[src/rtl/axi_master_pkg.sv]
// axi_master_pkg: shared types and constants for the single-outstanding AXI3
// master. Holds the FSM state enum, AXI burst/response encodings and a helper
// that flags command encodings this master refuses to put on the bus.
package axi_master_pkg;

    typedef enum logic [2:0] {
        IDLE,
        WADDR,
        WDATA,
        WRESP,
        RADDR,
        RDATA,
        DONE
    } state_t;

    localparam logic [1:0] BURST_FIXED = 2'b00;
    localparam logic [1:0] BURST_INCR  = 2'b01;
    localparam logic [1:0] BURST_WRAP  = 2'b10;

    localparam logic [1:0] RESP_OKAY   = 2'b00;
    localparam logic [1:0] RESP_EXOKAY = 2'b01;
    localparam logic [1:0] RESP_SLVERR = 2'b10;
    localparam logic [1:0] RESP_DECERR = 2'b11;

    // Reserved burst type or beats wider than the 32-bit data bus.
    function automatic logic cmd_unsupported(input logic [1:0] burst, input logic [2:0] size);
        return (burst == 2'b11) || (size > 3'd2);
    endfunction

endpackage

[src/rtl/axi_watchdog.sv]
// axi_watchdog: idle-cycle counter guarding the non-IDLE states of axi_master.
// Ports:
//   clk, reset   clock, asynchronous active-high reset
//   clear        restart the count (state entry or any channel handshake)
//   enable       count only while a transaction is in flight
//   expired      count has reached TIMEOUT-1 while enabled
module axi_watchdog #(
    parameter int TIMEOUT = 256
) (
    input  logic clk,
    input  logic reset,
    input  logic clear,
    input  logic enable,
    output logic expired
);

    localparam int CW = (TIMEOUT > 2) ? $clog2(TIMEOUT) : 1;
    localparam logic [CW-1:0] LIMIT = CW'(TIMEOUT - 1);

    logic [CW-1:0] cnt_q;

    always_ff @(posedge clk or posedge reset) begin
        if (reset)
            cnt_q <= '0;
        else if (clear || !enable)
            cnt_q <= '0;
        else if (cnt_q != LIMIT)
            cnt_q <= cnt_q + 1'b1;
    end

    assign expired = enable && (cnt_q == LIMIT);

endmodule

[src/rtl/axi_master.sv]
// axi_master: bridges a command / write-stream / read-stream interface onto an
// AXI3 master port with exactly one transaction in flight. Each command ends
// with a one-cycle done pulse carrying the id and the final response.
// Ports:
//   clk, reset                 clock, asynchronous active-high reset
//   cmd_*                      command handshake and fields (write=1 -> write)
//   wr_*                       write-data source stream (passed to W channel)
//   rd_*                       read-data sink stream (fed from R channel)
//   done_*                     completion pulse, no back-pressure
//   aw*/w*/b*/ar*/r*           AXI3 master channels
module axi_master
    import axi_master_pkg::*;
#(
    parameter int TIMEOUT = 256
) (
    input  logic        clk,
    input  logic        reset,

    input  logic        cmd_valid,
    output logic        cmd_ready,
    input  logic        cmd_write,
    input  logic [3:0]  cmd_id,
    input  logic [31:0] cmd_addr,
    input  logic [3:0]  cmd_len,
    input  logic [2:0]  cmd_size,
    input  logic [1:0]  cmd_burst,

    input  logic        wr_valid,
    output logic        wr_ready,
    input  logic [31:0] wr_data,
    input  logic [3:0]  wr_strb,

    output logic        rd_valid,
    input  logic        rd_ready,
    output logic [31:0] rd_data,
    output logic [1:0]  rd_resp,
    output logic        rd_last,

    output logic        done_valid,
    output logic [3:0]  done_id,
    output logic [1:0]  done_resp,

    output logic [3:0]  awid,
    output logic [31:0] awaddr,
    output logic [3:0]  awlen,
    output logic [2:0]  awsize,
    output logic [1:0]  awburst,
    output logic        awvalid,
    input  logic        awready,

    output logic [3:0]  wid,
    output logic [31:0] wdata,
    output logic [3:0]  wstrb,
    output logic        wlast,
    output logic        wvalid,
    input  logic        wready,

    input  logic [3:0]  bid,
    input  logic [1:0]  bresp,
    input  logic        bvalid,
    output logic        bready,

    output logic [3:0]  arid,
    output logic [31:0] araddr,
    output logic [3:0]  arlen,
    output logic [2:0]  arsize,
    output logic [1:0]  arburst,
    output logic        arvalid,
    input  logic        arready,

    input  logic [3:0]  rid,
    input  logic [31:0] rdata,
    input  logic [1:0]  rresp,
    input  logic        rlast,
    input  logic        rvalid,
    output logic        rready
);

    state_t      state_q, state_d;
    logic [3:0]  lat_id, lat_len;
    logic [31:0] lat_addr;
    logic [2:0]  lat_size;
    logic [1:0]  lat_burst;
    logic [3:0]  beat_q;
    logic [1:0]  resp_q;
    logic        id_err_q;

    logic        bad_cmd, at_len, expired;
    logic        hs_cmd, hs_aw, hs_w, hs_b, hs_ar, hs_r, r_end;
    logic [1:0]  r_acc;
    logic        r_id_err, r_err;

    assign bad_cmd = cmd_unsupported(lat_burst, lat_size);
    assign at_len  = (beat_q == lat_len);

    // Read response bookkeeping for the current R beat: running maximum of
    // rresp, sticky id mismatch, and a last-beat/beat-count disagreement check.
    assign r_acc    = (rresp > resp_q) ? rresp : resp_q;
    assign r_id_err = id_err_q || (rid != lat_id);
    assign r_err    = r_id_err || (rlast != at_len);

    always_comb begin
        state_d    = state_q;
        cmd_ready  = 1'b0;
        awvalid    = 1'b0;
        wvalid     = 1'b0;
        wr_ready   = 1'b0;
        wlast      = 1'b0;
        bready     = 1'b0;
        arvalid    = 1'b0;
        rready     = 1'b0;
        rd_valid   = 1'b0;
        rd_last    = 1'b0;
        done_valid = 1'b0;
        hs_cmd     = 1'b0;
        hs_aw      = 1'b0;
        hs_w       = 1'b0;
        hs_b       = 1'b0;
        hs_ar      = 1'b0;
        hs_r       = 1'b0;
        r_end      = 1'b0;
        // Expiry silences every channel of the owning state, so no handshake
        // can race the abort.
        case (state_q)
            IDLE: begin
                cmd_ready = !reset;
                hs_cmd    = cmd_valid && !reset;
                if (hs_cmd)
                    state_d = cmd_write ? WADDR : RADDR;
            end
            WADDR: begin
                if (bad_cmd || expired)
                    state_d = DONE;
                else begin
                    awvalid = 1'b1;
                    hs_aw   = awready;
                    if (hs_aw)
                        state_d = WDATA;
                end
            end
            WDATA: begin
                if (expired)
                    state_d = DONE;
                else begin
                    wvalid   = wr_valid;
                    wr_ready = wready;
                    wlast    = at_len;
                    hs_w     = wr_valid && wready;
                    if (hs_w && at_len)
                        state_d = WRESP;
                end
            end
            WRESP: begin
                if (expired)
                    state_d = DONE;
                else begin
                    bready = 1'b1;
                    hs_b   = bvalid;
                    if (hs_b)
                        state_d = DONE;
                end
            end
            RADDR: begin
                if (bad_cmd || expired)
                    state_d = DONE;
                else begin
                    arvalid = 1'b1;
                    hs_ar   = arready;
                    if (hs_ar)
                        state_d = RDATA;
                end
            end
            RDATA: begin
                if (expired)
                    state_d = DONE;
                else begin
                    rready   = rd_ready;
                    rd_valid = rvalid;
                    rd_last  = rlast;
                    hs_r     = rvalid && rd_ready;
                    r_end    = hs_r && (rlast || at_len);
                    if (r_end)
                        state_d = DONE;
                end
            end
            DONE: begin
                done_valid = 1'b1;
                state_d    = IDLE;
            end
            default: state_d = IDLE;
        endcase
    end

    always_ff @(posedge clk or posedge reset) begin
        if (reset) begin
            state_q   <= IDLE;
            lat_id    <= '0;
            lat_addr  <= '0;
            lat_len   <= '0;
            lat_size  <= '0;
            lat_burst <= '0;
            beat_q    <= '0;
            resp_q    <= RESP_OKAY;
            id_err_q  <= 1'b0;
        end else begin
            state_q <= state_d;
            if (hs_cmd) begin
                lat_id    <= cmd_id;
                lat_addr  <= cmd_addr;
                lat_len   <= cmd_len;
                lat_size  <= cmd_size;
                lat_burst <= cmd_burst;
                beat_q    <= '0;
                resp_q    <= RESP_OKAY;
                id_err_q  <= 1'b0;
            end else if ((state_q == WADDR || state_q == RADDR) && bad_cmd) begin
                resp_q <= RESP_SLVERR;
            end else if (expired) begin
                resp_q <= RESP_DECERR;
            end else if (hs_w) begin
                beat_q <= beat_q + 1'b1;
            end else if (hs_b) begin
                resp_q <= (bid != lat_id) ? RESP_SLVERR : bresp;
            end else if (hs_r) begin
                beat_q   <= beat_q + 1'b1;
                id_err_q <= r_id_err;
                resp_q   <= (r_end && r_err) ? RESP_SLVERR : r_acc;
            end
        end
    end

    axi_watchdog #(.TIMEOUT(TIMEOUT)) u_watchdog (
        .clk     (clk),
        .reset   (reset),
        .clear   ((state_d != state_q) || hs_aw || hs_w || hs_b || hs_ar || hs_r),
        .enable  ((state_q != IDLE) && (state_q != DONE)),
        .expired (expired)
    );

    assign awid      = lat_id;
    assign awaddr    = lat_addr;
    assign awlen     = lat_len;
    assign awsize    = lat_size;
    assign awburst   = lat_burst;
    assign arid      = lat_id;
    assign araddr    = lat_addr;
    assign arlen     = lat_len;
    assign arsize    = lat_size;
    assign arburst   = lat_burst;
    assign wid       = lat_id;
    assign wdata     = wr_data;
    assign wstrb     = wr_strb;
    assign rd_data   = rdata;
    assign rd_resp   = rresp;
    assign done_id   = lat_id;
    assign done_resp = resp_q;

endmodule

[config.mk]
export PLATFORM = sky130hd
export DESIGN_NAME = axi_master
export DESIGN_NICKNAME = d
export VERILOG_FILES = /design/src/rtl/axi_master_pkg.sv /design/src/rtl/axi_watchdog.sv /design/src/rtl/axi_master.sv
export SDC_FILE = /design/constraint.sdc
export NUM_CORES = 1
export LEC_CHECK = 0
export ABC_AREA = 0
export CAP_MARGIN = 5
export CORE_MARGIN = 5
export CORE_UTILIZATION = 31
export CTS_CLUSTER_SIZE = 24
export DETAILED_ROUTE_END_ITERATION = 7
export PLACE_DENSITY = 0.85
export SYNTH_ARGS = -nofsm -noshare
export SYNTH_HDL_FRONTEND = slang
export SYNTH_SLANG_ARGS = --single-unit
[constraint.sdc]
create_clock -name clk -period 2 [get_ports clk]
set_input_delay 0.5 -clock clk [delete_from_list [all_inputs] [get_ports clk]]
set_output_delay 0.5 -clock clk [all_outputs]
set_load 0.05 [all_outputs]
Word-level counts from Yosys, hierarchy flattened
Cells that the tools add are included.
W data, S select, Z words.

operators by class
  add/subtract/negate cells = 2
  magnitude comparators = 2
  equal/unequal tests = 21
  mux-type cells = 68
  reduce and logical (&&, ||, !) cells = 33

operators by type and width
  operator               count
  $mux W1                38
  $mux W3                12
  $mux W4                6
  $mux W2                9
  $pmux W3 S6            1
  $mux W8                2
  $logic_or A1 B1 Y1     12
  $eq A3 B3 Y1 const B   3
  $logic_and A1 B1 Y1    9
  $add A8 B1 Y8 const B  1
  $eq A8 B8 Y1 const B   1
  $ne A4 B4 Y1           2
  $ne A8 B8 Y1 const B   1
  $eq A3 B2 Y1 const B   2
  $ne A2 B2 Y1 const B   3
  $ne A3 B3 Y1 const B   2
  $reduce_bool A3 Y1     2
  $reduce_bool A6 Y1     1
  $reduce_and A5 Y1      1
  $reduce_bool A5 Y1     1
  $add A4 B1 Y4 const B  1
  $eq A4 B4 Y1           1
  $ne A4 B3 Y1 const B   1
  $reduce_and A4 Y1      1
  other kinds (11)       13

word-level totals
  bits in registers = 63
  bits of input ports = 137
  output and inout bits = 181
  word-level logic and storage cells = 136

Longest topological paths before layout
  word-level depth = 14
  gate-level depth with buffers = 8
  gate-level depth less buffers = 7

Modules after synthesis
From an unflattened synthesis, not the netlist that was laid out.

unflattened totals
  cell total of the unflattened synthesis = 496
  area, all modules = 4205.3 um2

modules (own cells, without submodules)
  module        times used  cells each  area each (um2)  seq. area each (um2)
  axi_master    1           451         3743.6           1376.3
  axi_watchdog  1           45          461.7            200.2

Least setup slack after synthesis
OpenSTA, ideal clock, no wires.

  kind = register to output
  from = register lat_len[2] (netlist: arlen[2])
  to = output wlast
  data arrival time = 2440 ps
  required time = 1500 ps
  slack = -940 ps
  stages on the path, launching flop included = 4
  path buffers = 0
  path through = dfrtp_1 xnor2_1 nand4_1 nor4_1

on the way
  cells in the longest elaborated chain, start to end = 3

ends and longest elaborated chain
  item                    line               text
  start, declared         axi_master.sv:80   logic [3:0] lat_id, lat_len;
  start signal, assigned  axi_master.sv:210  lat_len <= cmd_len;
  $eq A4 B4 Y1            axi_master.sv:94   assign at_len = (beat_q == lat_len);
  $mux W1                 axi_master.sv:142  if (expired)
  $mux W1                 axi_master.sv:124  case (state_q)
  end, declared           axi_master.sv:54   output logic wlast,

Every way passes these cells.

Worst setup path in the final report
  from = register u_watchdog.cnt_q[1]
  to = output arvalid

on the way
  cells in the longest elaborated chain, start to end = 5

ends and longest elaborated chain
  item                    line                text
  start, declared         axi_watchdog.sv:20  logic [CW-1:0] cnt_q;
  start signal, assigned  axi_watchdog.sv:28  cnt_q <= cnt_q + 1'b1;
  $eq A8 B8 Y1            axi_watchdog.sv:31  assign expired = enable && (cnt_q == LIMIT);
  $logic_and A1 B1 Y1     axi_watchdog.sv:31
  $logic_or A1 B1 Y1      axi_master.sv:164   if (bad_cmd || expired)
  $mux W1                 axi_master.sv:164
  $mux W1                 axi_master.sv:124
  end, declared           axi_master.sv:68    output logic arvalid,

Every way passes these cells.

==> metrics <==
routed via count divided by cell count around 4.6; total congestion overflow 0; Tot Pwr ~0.012 W; detailed-route via count 3,744; Die Area approximately 0.016 mm2; global-route wire length before repair approximately 19,000 um; global router's overall resource usage between 10% and 20%; Crit Path Category register to output pin; share of post-route cells with drive strength above 1 between 40% and 50%; slew at the pin closest to its max-slew limit slightly below 500 ps; Hold Vio Cnt, Final 0; number of buffers inserted during clock tree synthesis 9; number of pins exceeding their max-slew limit in the final report 0; chip width approximately 130 um; crit-path leading delay family simple AND/OR/NAND/NOR gates; unrepaired setup endpoints after global routing yes; Global Route met1 Usage about 18%; peak ir drop on the vdd network ~1.5 mV; CP Depth 7; busiest layer in global routing met2; most common flop cell mapped by yosys dfrtp_1; Antenna Violating Nets Remaining 0; Placed Area between 0.005 and 0.006 mm2; Post-Syn Nets ~640; largest net degree at the start of global routing between 60 and 70; R2R depth 6; maximum buffer depth of the clock tree 2; clock share of power a little over an eighth; worst-path cell chain ha_4, nand3_4, a311o_1, nand2_1, or2_4, nor2b_4, buf_12; Logic pwr share 67.3%; Worst setup SP type register; routability-driven placement congestion ratio around 0.88; H-tree depth 3; Skew-Pair Late Insertion Delay 320 ps; beginning of the worst register-to-register path beat_q[1]$_DFFE_PP0P_; post-synthesis sequential area ratio approximately 37%; number of flops mapped to enable cells by yosys 0; Netlist Area Pre-Place 0.00424 mm2; number of nets at the end of the flow between 700 and 800; initial antenna violation count 0; flop and latch count out of synthesis 63; DP HPWL roughly 9100 um; worst-case headroom to the max-slew limit roughly two thirds; Switch Pwr roughly 0.0066 W; clock tree root driver cell clkbuf_16; power per cell area between 1500 and 2000 mW/mm2; number of input and output port buffers inserted 181; worst setup slack before clock tree synthesis -475 ps; total buffers and inverters traversed by the critical path 1; violations in the final reports negative setup slack; time the final worst path needs with I/O delays and setup between 2000 and 2500 ps; crit path capture type output pin; setup slack on the worst flop-to-flop path -230 ps; WP data arrival 1830 ps; register clock-pin slew on the reported worst setup and hold paths 50 ps; Net Sw Frac 53.3%; Worst Path Required ~1500 ps; starting density of the core about a third; r2r endpoint done_resp[1]$_DFFE_PP0P_; final count of negative-setup-slack endpoints 19; DRC viols 0; I/O pin count 318; Clock Skews roughly 7.5 ps; met3 track utilization from global routing under 10%; outcome finished with violations; slowest stage delay, CP 410 ps; CP startpoint u_watchdog.cnt_q[1]$_DFFE_PP0P_; number of instances in the synthesized netlist between 400 and 500; leak pwr around 3.1 nW; share of total power in sequential cells 19.0%; number of iterations in the first detailed-routing pass 5; number of warning messages in the yosys log 0; Syn-to-layout area delta 49.3%; number of design-rule violations left by the first detailed-router iteration between 200 and 250; multi-input combinational cell area around 0.0018 mm2; share of synthesized registers carrying an async set or reset 100%; Total Wirelength between 10,000 and 15,000 um; number of placement rows 42; area of all sequential standard cells between 0.0015 and 0.002 mm2; top fanout value on the critical path 4; PnR worst setup slack -331 ps; worst setup path endpoint arvalid; Hold Path Class register to register; Distinct cells, synth 52; routed len/inst around 16 um; final setup TNS -3260 ps; slowest cell on the critical path dfrtp_1; vertical die dimension between 100 and 150 um; vias in the first global route roughly 3,800; max-capacitance violation count 0; final antenna diode count 0; highest achievable clock rate between 0.4 and 0.5 GHz; number of clock sinks seen by CTS 63; clock tree from TritonCTS done; mean instance size in the synthesized netlist 8.57 um2; fill cell count between 1,000 and 1,500; total non-filler cell area in the finished layout approximately 0.0063 mm2; routing usage on met2 24.3%; Period Utilization, post-route 117%; Internal Pwr Total around 0.0057 W; Core ar. about 0.013 mm2
stage by stage:
stage / instances / hold WS [ps] / utilization (%)
after floorplan: 495 / 463 / -
after global placement: 765 / 487 / 42.1
after detailed placement: 765 / 492 / 42.1
after CTS: 797 / 508 / 46.4
after global routing: 808 / 531 / 47.5
final: 808 / 501 / 47.5
flip-flops by register name (all words and copies together) (netlist names):
signal and flops:
beat_q 4, arlen 4, araddr 32, id_err_q 1
arburst 2, arid 4, u_watchdog.cnt_q 8, state_q 3
done_resp 2, arsize 3
worst register-to-register path, cell delays in order (launching register included):
cell and delay (ps):
dfrtp_1 420, xnor2_2 170, nand4_1 180, ha_1 350
o311a_1 360, nor4b_2 290, mux2_2 360
final cells by class:
type,instances,area share [%]
Tap cell,176,3.48
Clock inverter,5,1.28
Multi-Input combinational cell,283,28.7
Inverter,8,0.533
Timing Repair Buffer,262,37.1
Sequential cell,63,25.1
Clock buffer,11,3.83
synthesized netlist by cell type (3+ instances only):
library cell	instances	share of area, %
buf_4	123	22
o211ai_1	3	0.53
nand2_1	147	13
and3_1	5	0.74
nor3_1	3	0.35
clkbuf_1	11	0.97
nor2b_1	5	0.74
xor2_1	10	2.1
nor4_2	8	2.4
nor2_1	14	1.2
nor4_1	4	0.59
xnor2_1	10	2.1
nand3_1	6	0.71
buf_2	4	0.47
a21oi_1	4	0.47
inv_1	8	0.71
nand4_1	6	0.89
nand2b_1	3	0.44
and2_1	7	1.0
o21ai_0	6	0.71
dfrtp_1	63	37
ha_1	5	1.5
o22ai_1	3	0.44
power by group through the flow:
stage / logic [W] / registers, W / clock network, W
finish: 0.00827 / 0.00234 / 0.00168
global route: 0.00868 / 0.00244 / 0.00179
CTS: 0.00813 / 0.00234 / 0.00173
detailed placement: 0.00800 / 0.00231 / 0
global placement: 0.00790 / 0.00231 / 0
floorplan: 0.00475 / 0.00383 / 0
per-layer routing:
metal | part of all wire [%] | up-vias
met5 | 0 | -
met1 | 40 | 1756
met4 | 2.6 | 0
li1 | - | 1761
met3 | 8.3 | 25
met2 | 49 | 202
cell families after synthesis:
family	share of synthesized area (%)
AOI/OAI and AO/OA	6.81
xor gates and xnor gates	4.13
adders and majority gates	1.47
buffers and inverters	24.5
DFF	37.2
muxes	1.00
and+or+nand+nor	24.9
cell usage in the layout (no fill, tap or decap), types with 3 or more instances in the layout:
master	instances
nand2_1	145
clkdlybuf4s50_1	68
nand4_1	6
nor4_4	5
dfrtp_1	52
buf_4	170
inv_1	7
nand3_1	5
o22ai_1	3
nor2b_1	3
nor4_1	3
o211ai_1	3
and3_1	3
nor4_2	5
o21ai_0	6
a21oi_1	3
xor2_1	10
nor2_1	11
clkbuf_16	9
ha_1	4
dfrtp_2	11
buf_6	9
xnor2_1	8
and2_4	4
buf_12	13
worst min-delay path by stage:
stage / depth (start not counted) / slack [ps] / from / end
floorplan: 2 / 460 / id_err_q$_DFFE_PP0P_ / id_err_q$_DFFE_PP0P_
detailed placement: 2 / 490 / araddr[7]$_DFFE_PP0P_ / araddr[7]$_DFFE_PP0P_
global route: 2 / 530 / araddr[7]$_DFFE_PP0P_ / araddr[7]$_DFFE_PP0P_
global placement: 2 / 490 / araddr[4]$_DFFE_PP0P_ / araddr[4]$_DFFE_PP0P_
CTS: 2 / 510 / id_err_q$_DFFE_PP0P_ / id_err_q$_DFFE_PP0P_
finish: 2 / 500 / araddr[27]$_DFFE_PP0P_ / araddr[27]$_DFFE_PP0P_
repair_timing:
item,in CTS,in global routing
gates cloned,0,0
setup endpoints to repair,21,24
setup buffers,17,13
gates resized for setup,29,14
hold buffers,0,0
pin swaps,13,15
No activity file was read; power rests on OpenSTA's default activity.
